### config.mk
export PLATFORM = sky130hd
export DESIGN_NAME = csr_unit
export DESIGN_NICKNAME = d
export VERILOG_FILES = /design/src/rtl/csr_unit.sv
export SDC_FILE = /design/constraint.sdc
export NUM_CORES = 1
export LEC_CHECK = 0
export CORE_UTILIZATION = 45
export CTS_CLUSTER_DIAMETER = 40
export DETAILED_ROUTE_END_ITERATION = 8
export GPL_ROUTABILITY_DRIVEN = 1
export GPL_TIMING_DRIVEN = 0
export PLACE_DENSITY = 0.7
export SLEW_MARGIN = 20
export SYNTH_ARGS = -nofsm -noshare
export SYNTH_HDL_FRONTEND = slang
export SYNTH_SLANG_ARGS = --single-unit
### constraint.sdc
create_clock -name clk -period 11.06 [get_ports clk]
set_input_delay 2.212 -clock clk [delete_from_list [all_inputs] [get_ports clk]]
set_output_delay 2.212 -clock clk [all_outputs]
set_load 0.1 [all_outputs]
### src/rtl/csr_unit.sv
// csr_unit: Zicsr register file (tohost, scratch bank, cycle/instret counters)
// with a single-cycle registered read-modify-write path back to writeback.
module csr_unit #(
  parameter int XLEN        = 32,
  parameter int CNT_WIDTH   = 64,
  parameter int NUM_SCRATCH = 4
) (
  input  logic            clk,
  input  logic            reset,
  input  logic            stall,
  input  logic            req_valid,
  input  logic [2:0]      req_op,
  input  logic [11:0]     req_addr,
  input  logic [XLEN-1:0] req_wdata,
  input  logic            req_src_zero,
  input  logic            retire,
  output logic [XLEN-1:0] rdata,
  output logic            rdata_valid,
  output logic            illegal,
  output logic [XLEN-1:0] tohost,
  output logic            tohost_wr
);

  logic [XLEN-1:0]        tohost_r;
  logic [XLEN-1:0]        scratch_r [NUM_SCRATCH];
  logic [CNT_WIDTH-1:0]   cycle_r;
  logic [CNT_WIDTH-1:0]   instret_r;
  logic [XLEN-1:0]        rdata_r;
  logic                   rdata_valid_r;
  logic                   illegal_r;
  logic                   tohost_wr_r;

  logic [XLEN-1:0]        old_s;
  logic [XLEN-1:0]        new_s;
  logic [XLEN-1:0]        cyc_hi_s;
  logic [XLEN-1:0]        ins_hi_s;
  logic [11:0]            scr_off_s;
  logic [NUM_SCRATCH-1:0] sel_scr_s;
  logic                   sel_tohost_s;
  logic                   mapped_s;
  logic                   ro_s;
  logic                   op_ok_s;
  logic                   wr_s;
  logic                   illegal_s;
  logic                   accept_s;
  logic                   wen_s;

  // Upper counter halves are zero-extended to XLEN
  assign cyc_hi_s  = XLEN'(cycle_r >> XLEN);
  assign ins_hi_s  = XLEN'(instret_r >> XLEN);
  assign scr_off_s = req_addr - 12'h340;
  assign accept_s  = req_valid & ~stall;

  // Address decode: pick the target CSR and fetch its pre-write value
  always_comb begin
    old_s        = '0;
    mapped_s     = 1'b0;
    ro_s         = 1'b0;
    sel_tohost_s = 1'b0;
    sel_scr_s    = '0;
    case (req_addr)
      12'h51E: begin
        old_s        = tohost_r;
        mapped_s     = 1'b1;
        sel_tohost_s = 1'b1;
      end
      12'hC00: begin
        old_s    = cycle_r[XLEN-1:0];
        mapped_s = 1'b1;
        ro_s     = 1'b1;
      end
      12'hC80: begin
        old_s    = cyc_hi_s;
        mapped_s = 1'b1;
        ro_s     = 1'b1;
      end
      12'hC02: begin
        old_s    = instret_r[XLEN-1:0];
        mapped_s = 1'b1;
        ro_s     = 1'b1;
      end
      12'hC82: begin
        old_s    = ins_hi_s;
        mapped_s = 1'b1;
        ro_s     = 1'b1;
      end
      default: begin
        for (int i = 0; i < NUM_SCRATCH; i++) begin
          if (scr_off_s == 12'(i)) begin
            old_s        = scratch_r[i];
            mapped_s     = 1'b1;
            sel_scr_s[i] = 1'b1;
          end else begin
            sel_scr_s[i] = 1'b0;
          end
        end
      end
    endcase
  end

  // Operation decode: new value and whether this op actually writes
  always_comb begin
    new_s   = old_s;
    wr_s    = 1'b0;
    op_ok_s = 1'b1;
    case (req_op)
      3'b001, 3'b101: begin
        new_s = req_wdata;
        wr_s  = 1'b1;
      end
      3'b010, 3'b110: begin
        new_s = old_s | req_wdata;
        wr_s  = ~req_src_zero;
      end
      3'b011, 3'b111: begin
        new_s = old_s & ~req_wdata;
        wr_s  = ~req_src_zero;
      end
      default: begin
        new_s   = old_s;
        wr_s    = 1'b0;
        op_ok_s = 1'b0;
      end
    endcase
  end

  // A read-only CSR is only illegal when the op would really write it
  assign illegal_s = ~op_ok_s | ~mapped_s | (ro_s & wr_s);
  assign wen_s     = accept_s & wr_s & ~illegal_s;

  // State update: counters, CSR writes and the registered response
  always_ff @(posedge clk) begin
    if (!reset) begin
      tohost_r      <= '0;
      cycle_r       <= '0;
      instret_r     <= '0;
      rdata_r       <= '0;
      rdata_valid_r <= 1'b0;
      illegal_r     <= 1'b0;
      tohost_wr_r   <= 1'b0;
      for (int i = 0; i < NUM_SCRATCH; i++) begin
        scratch_r[i] <= '0;
      end
    end else begin
      cycle_r     <= cycle_r + CNT_WIDTH'(1);
      tohost_wr_r <= wen_s & sel_tohost_s;
      if (!stall) begin
        if (retire) begin
          instret_r <= instret_r + CNT_WIDTH'(1);
        end
        rdata_valid_r <= req_valid;
        illegal_r     <= req_valid & illegal_s;
        rdata_r       <= (req_valid && !illegal_s) ? old_s : '0;
      end
      if (wen_s && sel_tohost_s) begin
        tohost_r <= new_s;
      end
      for (int i = 0; i < NUM_SCRATCH; i++) begin
        if (wen_s && sel_scr_s[i]) begin
          scratch_r[i] <= new_s;
        end
      end
    end
  end

  assign rdata       = rdata_r;
  assign rdata_valid = rdata_valid_r;
  assign illegal     = illegal_r;
  assign tohost      = tohost_r;
  assign tohost_wr   = tohost_wr_r;

endmodule

# After elaboration in Yosys (flattened, before gate mapping)
# Memories as Yosys holds them, arrays and structs flattened.
# Cells that the tools add are included.
dict set report word_totals {
  inputBits 53
  regBits 195
  mem_count 1
  mem_bits_rw 128
  wordCells 98
}
dict set report classes {
  muxes 37
  n_eq_ne 14
  n_reduce_logical 16
  bitwise 20
  n_addsub 3
}
# memory depth width read_ports rd_clocked_by_memory_dff write_ports line_no
set memory_table {}
lappend memory_table {scratch_r 4 32 4 0 4 25} ;# logic [XLEN-1:0] scratch_r [NUM_SCRATCH];
# cell n
set op_table {}
lappend op_table {{$mux 32} 9}
lappend op_table {{$pmux 32 s5} 1}
lappend op_table {{$add 64x1->64 const B} 2}
lappend op_table {{$pmux 32 s3} 1}
lappend op_table {{$eq 12x12->1 const B} 4}
lappend op_table {{$and 32x32->32} 1}
lappend op_table {{$not 32->32} 1}
lappend op_table {{$or 32x32->32} 1}
lappend op_table {{$eq 12x2->1 const B} 2}
lappend op_table {{$mux 1} 24}
lappend op_table {{$eq 12x1->1 const B} 1}
lappend op_table {{$eq 12x11->1 const B} 1}
lappend op_table {{$logic_not 12->1} 1}
lappend op_table {{$sub 12x10->12 const B} 1}
lappend op_table {{$eq 3x3->1 const B} 3}
lappend op_table {{$reduce_or 4->1} 2}
lappend op_table {{$and 1x1->1} 6}
lappend op_table {{$eq 3x2->1 const B} 2}
lappend op_table {{$logic_and 1x1->1} 6}
lappend op_table {{$or 1x1->1} 6}
lappend op_table {{$reduce_or 2->1} 3}
lappend op_table {{$reduce_or 6->1} 1}
lappend op_table {{$not 1->1} 5}
lappend op_table {{$reduce_or 5->1} 1}
lappend op_table {{other kinds (5)} 5}

# Logic depth before layout (Yosys ltp)
# Gate-level depths: netlist (run 1).
dict set report logic_depth {
  ltp_word 17
  ltp_mapped 10
}

# Least setup slack after synthesis (run 1)
# OpenSTA, ideal clock, no wires.
dict set report synth_timing {
  kind {input-to-reg}
  from {input req_addr[4]}
  to {memory scratch_r[1][0] (enable)}
  path_stages 6
  slack_ns 4.748
  arrival_time_ns 5.846
  path_buffers 1
  cell_sequence {or4b_4 -> or4_4 -> buf_6 -> nor2_1 -> nand3b_1 -> o21ai_0}
}
# element line_no
set synth_lines {}
lappend synth_lines {{start: declaration} 13} ;# input logic [11:0] req_addr,
lappend synth_lines {{end: declaration} 25}

# Worst setup path in the final report (run 1)
dict set report layout_timing {
  from {input req_addr[11]}
  to {register tohost_r[4], in the netlist tohost[4]}
}
dict set report layout_via {
  elab_chain_cells 13
  word_cells_on_any_way 34
}
# element line_no
set layout_lines {}
lappend layout_lines {{$sub 12x10->12} 51} ;# assign scr_off_s = req_addr - 12'h340;
lappend layout_lines {{$logic_not 12->1} 89} ;# if (scr_off_s == 12'(i)) begin
lappend layout_lines {{$mux 1 (4 in a row)} 89}
lappend layout_lines {{$mux 1} 61} ;# case (req_addr)
lappend layout_lines {{$not 1->1} 128} ;# assign illegal_s = ~op_ok_s | ~mapped_s | (ro_s & wr_s);
lappend layout_lines {{$or 1x1->1 (2 in a row)} 128}
lappend layout_lines {{$not 1->1} 129} ;# assign wen_s = accept_s & wr_s & ~illegal_s;
lappend layout_lines {{$and 1x1->1} 129}
lappend layout_lines {{$logic_and 1x1->1} 155} ;# if (wen_s && sel_tohost_s) begin
lappend layout_lines {{end signal: assignment} 156} ;# tohost_r <= new_s;
lappend layout_lines {{end: declaration} 24} ;# logic [XLEN-1:0] tohost_r;
# Parallel ways exist; a longest one is shown, timed or not.
# A chain may end at the register's enable or synchronous reset.

==> impl_metrics.csv, run 1 <==
group,metric,value,unit
outcome,outcome,"completed",
sta,slew_viol_final,0,
floorplanning,die_area,36900,sq um
sta,max_freq,198,MHz
clocking,cts_max_level,2,
logic_synthesis,yosysUniqueCellTypes,55,
drt,drtIter0Drc,1564,
sta,setup_tns,0,ps
critical_path,cp.arrival,5480,ps
floorplanning,core-area,35600,sq um
sta,fin_worst_skew,23.5,ps
clocking,clock-sinks,323,
critical_path,slowest_delay,540,ps
logic_synthesis,mappedNetlistArea,16300,sq um
critical_path,worst_path_most_repeated_cell,"buf_2",
floorplanning,start_util,0.458,
logic_synthesis,yosys_warnings,0,
logic_synthesis,synth_edf_count,128,
clocking,ctsRootBufferMaster,"clkbuf_16",
critical_path,cp-start-kind,"primary input",
logic_synthesis,netlist_instances,1676,
global_routing,grt_pass1_vias,14000,
critical_path,crit_fanout,10,
drt,ant_nets,0,
critical_path,crit_required,11500,ps
global_routing,grt.total_usage,0.306,
final_layout,multi_input_area,8030,sq um
drt,vias,14500,
logic_synthesis,syn_area_per_cell,9.71,sq um
sta,fin_crit,5040,ps
power,p_per_area,156,nW/um^2
final_layout,nNetsFinal,1903,
worst_hold_path,hold_path.class,"register to register",
place,gp_congestion,0.991,
sta,slew_headroom,0.215,
drt,drt_wl_total,56.2,mm
clocking,cts_resized,0,
logic_synthesis,ys_async_sr_fraction,0,
power,power.leakage,6.53,nW
clocking,clock_path_buffers,3,
final_layout,fill_cells,3105,
global_routing,grt_overflow,0,
power,p_total,0.00310,W
logic_synthesis,yosysSeqAreaShare,0.476,
sta,worst_pin_slew,1180,ps
sta,hold_viol,0,
place,numPortBuffers,115,
final_layout,syn2layout_area_growth,22.2,%
critical_path,critPathKind,"primary input to register",
sta,rsz0062_at_grt,"false",
logic_synthesis,synthesis.nets,1731,
global_routing,antenna_found_initial,1,
clocking,tritoncts,"done",
clocking,cts_setup_buffers,0,
critical_path,crit_family,"buffers and inverters",
floorplanning,rows,69,
sta,final-setup-viol-count,0,
floorplanning,ios,120,
run,drv_cap,0,
logic_synthesis,synth-seq-cells,323,
sta,finalCritPeriodShare,0.456,
drt,drc,0,
power,peakVddDrop,137,uV
clocking,numCtsBuffers,50,
drt,wl_per_cell,23.9,um
drt,viasPerCell,6.15,
place,place_hpwl,40.3,mm
final_layout,layout-drive-gt1-share,0.116,
logic_synthesis,synth_ff_type,"dfxtp_1",
critical_path,worstPathCellList,"clkdlybuf4s50_1 > or4_1 > buf_2 > nor4_4 > buf_2 > a31oi_1 > clkbuf_1 > nand2_1 > o21ai_1",
critical_path,crit_path_top_delay_cell,"or4_1",
global_routing,grt_max_degree,21,
drt,firstDrtPassIters,8,
final_layout,ff_latch_area,7750,sq um
global_routing,grt_pass1_wl,83.0,mm
critical_path,end_kind,"register",
floorplanning,chipWidth,192,um
critical_path,cp.buffers_inverters,4,
floorplanning,die_h,192,um
clocking,clock_latency,590,ps
clocking,hold_buffers,0,
clocking,clk_pin_slew_worst_paths,60,ps
placed cells by master, fill, tap and decap left out, types with 8 or more instances in the layout:
cell type / count
o21ai_1: 85
xor2_1: 61
nor3_1: 16
a21oi_1: 38
and4_1: 14
a22oi_1: 40
xnor2_1: 75
clkinv_2: 8
nor2b_1: 19
a31oi_1: 14
a41oi_4: 9
and2_1: 37
o21ai_0: 55
clkdlybuf4s50_1: 115
a2bb2oi_1: 18
nand2_1: 124
mux4_2: 32
nand3_1: 51
nor4_1: 30
buf_2: 20
nor2_1: 294
or3_1: 18
a2bb2oi_2: 10
nand4_1: 38
a22o_1: 29
and3_1: 26
inv_1: 20
or4_4: 14
edfxtp_1: 128
clkbuf_16: 53
dfxtp_1: 195
a31oi_2: 17
clkbuf_1: 91
cell families after synthesis:
kind of cell	synth area share
AND/OR/NAND/NOR	0.220
AO/OA/AOI/OAI	0.152
flip-flops	0.476
XOR/XNOR	0.0732
buffers and inverters	0.0329
multiplexers	0.0449
adder cells (fa/ha/maj)	0.00154
synth_stat cells, types with 3 or more instances:
cell       instances  area [sq um]
nand2b_1           7          43.8
a2bb2oi_1         18           158
a41oi_2            4          65.1
nand4_1           38           238
nor4_1            30           188
nor4_2             3          37.5
inv_1             20          75.1
mux4_2            32           721
edfxtp_1         128          3840
xor2_1            61           534
and2_1            37           231
a21oi_1           38           190
nor4_4             3          63.8
a31oi_1           14          87.6
or3_1             18           113
clkbuf_1          82           308
nor2_1           294          1100
or2_2              4          25.0
nand3b_1           3          22.5
or4_4             14           158
a2bb2oi_2         10           150
o21ai_1           85           425
nand3_1           51           255
a22oi_1           40           300
xnor2_1           75           657
buf_6              3          33.8
nor3_1            16          80.1
buf_1              5          18.8
a31oi_2           17           213
nand2_1          126           473
dfxtp_1          195          3900
a22o_1            29           254
and4_1            14           123
a41oi_4            9           248
or4_1              7          52.6
o21ai_0           57           285
and3_1            26           163
buf_2             20           100
nor2b_1           19           119
o21ai_2            4          35.0
cell type report:
cell class,instances,share of cell area
inverter,20,0.00377
multi-input combinational,1223,0.403
sequential,323,0.389
clock inverter,30,0.0179
timing repair buffer,120,0.0637
clock buffer,64,0.0697
tap,461,0.0290
antenna,1,0.000126
buffer,110,0.0231
metrics by stage:
step	util	cells	hold slack [ps]	cell area, sq um	worst slack, ps
CTS	0.559	2351	449	19900	6180
floorplan	-	1676	423	16300	4750
detailed placement	0.510	2257	442	18200	5590
global route	0.559	2351	464	19900	6030
finish	0.560	2352	448	19900	6020
global placement	0.506	2252	439	18000	2020
report_power, final:
group / total (W) / internal, W / leakage (nW) / switching [W]
Clock: 0.00164 / 0.00104 / 0.853 / 0.000606
Combinational: 0.000184 / 0.0000642 / 2.90 / 0.000120
Sequential: 0.00127 / 0.00126 / 2.79 / 0.00000924
worst min-delay path, delay by kind of cell, from the launching register on:
kind            cells  cell delay, ps
flops               1             310
simple gates        1              50
compound gates      1              50
sequential cells by signal (all words and copies together), names as in the netlist:
register,cells
tohost,32
illegal,1
scratch_r,128
rdata_valid,1
instret_r,64
cycle_r,64
rdata,32
tohost_wr,1
final timing paths:
path | start | end | slack (ps) | cells past startpoint
worst max-delay path | req_addr[11] | tohost[4] | 6020 | 9
worst min register to register | rdata[30] | rdata[30] | 450 | 2
worst max register to register | cycle_r[20] | cycle_r[36] | 8010 | 6
worst min-delay path | rdata[30] | rdata[30] | 450 | 2
layer usage:
layer | part of all wire | routed length (um) | up-vias | global-route usage
met5 | 0.00066 | 37 | - | 0
met4 | 0.048 | 2680 | 2 | 0.153
met3 | 0.12 | 6580 | 203 | 0.0908
met2 | 0.47 | 26200 | 917 | 0.500
met1 | 0.37 | 20800 | 6926 | 0.364
li1 | - | - | 6428 | -
(Power assumes the default switching activity.)
==> inputs of run 2 (changes only) <==
clock period = 4.9 ns   (was 11.06 ns; I/O delays follow)
==> run 2 against run 1 <==
Compared with the run above:
- register-to-register slack got worse by 6100 ps
- first-iteration DRC count increased by 5.2%
- flip-flop and latch count did not move
- clock-buffer cell count decreased by 12
- clock power grew 110%
- non-clock buffer count unchanged
- clock skew up 8.5 ps
- sequential share of layout area increased by 0.24 points
- setup slack lost 5000 ps
- final cell count shrank 0.34%
- power up 120%
- global-route usage about the same
- critical endpoint is now tohost[11]
- highest routed layer unchanged
==> impl_metrics.csv, run 2 (same netlist as run 1, synthesis figures left out) <==
group,metric,value,unit
clocking,ctsRootBufferMaster,"clkbuf_16",
sta,max_freq,260,MHz
power,p_per_area,340,nW/um^2
global_routing,grt.total_usage,0.306,
sta,rsz0062_at_grt,"false",
drt,wl_per_cell,24.1,um
global_routing,grt_pass1_wl,83.6,mm
power,p_total,0.00673,W
sta,final-setup-viol-count,0,
sta,finalCritPeriodShare,0.784,
clocking,numCtsBuffers,47,
sta,fin_ws,1060,ps
clocking,clk_pin_slew_worst_paths,60,ps
final_layout,nNetsFinal,1900,
place,dp_slack,653,ps
final_layout,largest-register,"scratch_r",
final_layout,top_regs,"scratch_r x128, cycle_r x64, instret_r x64",
final_layout,largest_reg_flops,128,
drt,drc,0,
drt,vias,14500,
critical_path,cp.buffers_inverters,4,
place,gp_congestion,0.993,
clocking,clock_path_buffers,3,
global_routing,antenna_found_initial,0,
final_layout,antenna_cells,0,
sta,worst_pin_slew,1090,ps
floorplanning,die_h,192,um
sta,slew_viol_final,0,
critical_path,critPathKind,"primary input to register",
clocking,clock-sinks,323,
critical_path,worst_path_most_repeated_cell,"buf_2",
sta,hold_viol,0,
final_layout,layout_common_cells,"nor2_1 (294), dfxtp_1 (195), edfxtp_1 (128)",
critical_path,cp-start-kind,"primary input",
critical_path,cp.arrival,4240,ps
final_layout,finalNonFillerCells,2344,
outcome,outcome,"completed",
sta,slew_headroom,0.275,
floorplanning,chipWidth,192,um
place,place_hpwl,40.4,mm
power,peakVddDrop,294,uV
critical_path,crit_family,"buffers and inverters",
global_routing,grt_pass1_vias,14000,
clocking,clock_latency,570,ps
clocking,cts_resized,0,
worst_hold_path,hold_path.class,"register to register",
sta,fin_crit,3840,ps
place,dpl_cell_area,18100,sq um
floorplanning,start_util,0.458,
global_routing,grt_max_degree,20,
drt,ant_nets,0,
place,numPortBuffers,115,
critical_path,crit_required,5290,ps
drt,firstDrtPassIters,6,
drt,drt_wl_total,56.5,mm
clocking,hold_buffers,0,
floorplanning,core-area,35600,sq um
final_layout,layout-drive-gt1-share,0.118,
drt,drtIter0Drc,1646,
final_layout,syn2layout_area_growth,21.5,%
drt,viasPerCell,6.20,
floorplanning,die_area,36900,sq um
power,power.leakage,6.47,nW
clocking,cts_setup_buffers,0,
final_layout,layout_commonest_cell,"nor2_1",
critical_path,crit_fanout,10,
critical_path,end_kind,"register",
run,drv_cap,0,
global_routing,grt_overflow,0,
floorplanning,rows,69,
place,placedCellCount,2257,
critical_path,worstPathCellList,"clkdlybuf4s50_1 > or4_1 > buf_2 > nor4_4 > buf_2 > a31oi_1 > clkbuf_1 > nand2_1 > o21ai_1",
critical_path,slowest_delay,540,ps
floorplanning,ios,120,
clocking,cts_max_level,2,
critical_path,crit_path_top_delay_cell,"clkdlybuf4s50_1",
final_layout,fin_area,19800,sq um
sta,fin_worst_skew,32.0,ps
clocking,tritoncts,"done",
-- run 2: final timing paths --
| kind | from | cells after the start | slack (ps) | end |
|---|---|---|---|---|
| worst max-delay path | req_addr[11] | 9 | 1060 | tohost[11] |
| worst max register to register | instret_r[7] | 8 | 1910 | instret_r[55] |
| worst min register to register | rdata[4] | 2 | 450 | rdata[4] |
| worst min-delay path | rdata[4] | 2 | 450 | rdata[4] |
-- run 2: layout make-up --
type	count	area, sq um
Clock buffer	52	1270
Sequential cell	323	7750
Inverter	20	75.1
Fill cell	3081	15800
Tap cell	461	577
Buffer	110	462
Multi-Input combinational cell	1223	8030
Clock inverter	35	354
Timing Repair Buffer	120	1260
-- run 2: report_power, final --
part,internal (W),switching [W]
Combinational,0.000144,0.000271
Clock,0.00204,0.00141
Sequential,0.00285,0.0000217
Total,0.00503,0.00170
-- run 2: worst register-to-register path, stage by stage (launching register included) --
cell and delay [ps]:
dfxtp_1 490, nand4_1 230, or3_1 410, clkbuf_1 160, nor4_1 680, clkbuf_1 460, nand3_1 160, xor2_1 190
nor2_1 60
-- run 2: routing by layer --
metal  up-vias  global-route usage  share of wire
met2       957               0.502           0.47
met1      6920               0.374           0.37
met3       222              0.0724           0.11
met5         -             0.00962        0.00087
li1       6423                   -              -
met4         2               0.151          0.052
-- run 2: through the flow --
stage / setup TNS, ps / hold WS [ps] / util
after global routing: 0 / 468 / 0.556
after detailed placement: 0 / 442 / 0.510
after floorplan: 0 / 423 / -
after global placement: -117210 / 439 / 0.506
after CTS: 0 / 449 / 0.556
final: 0 / 447 / 0.556
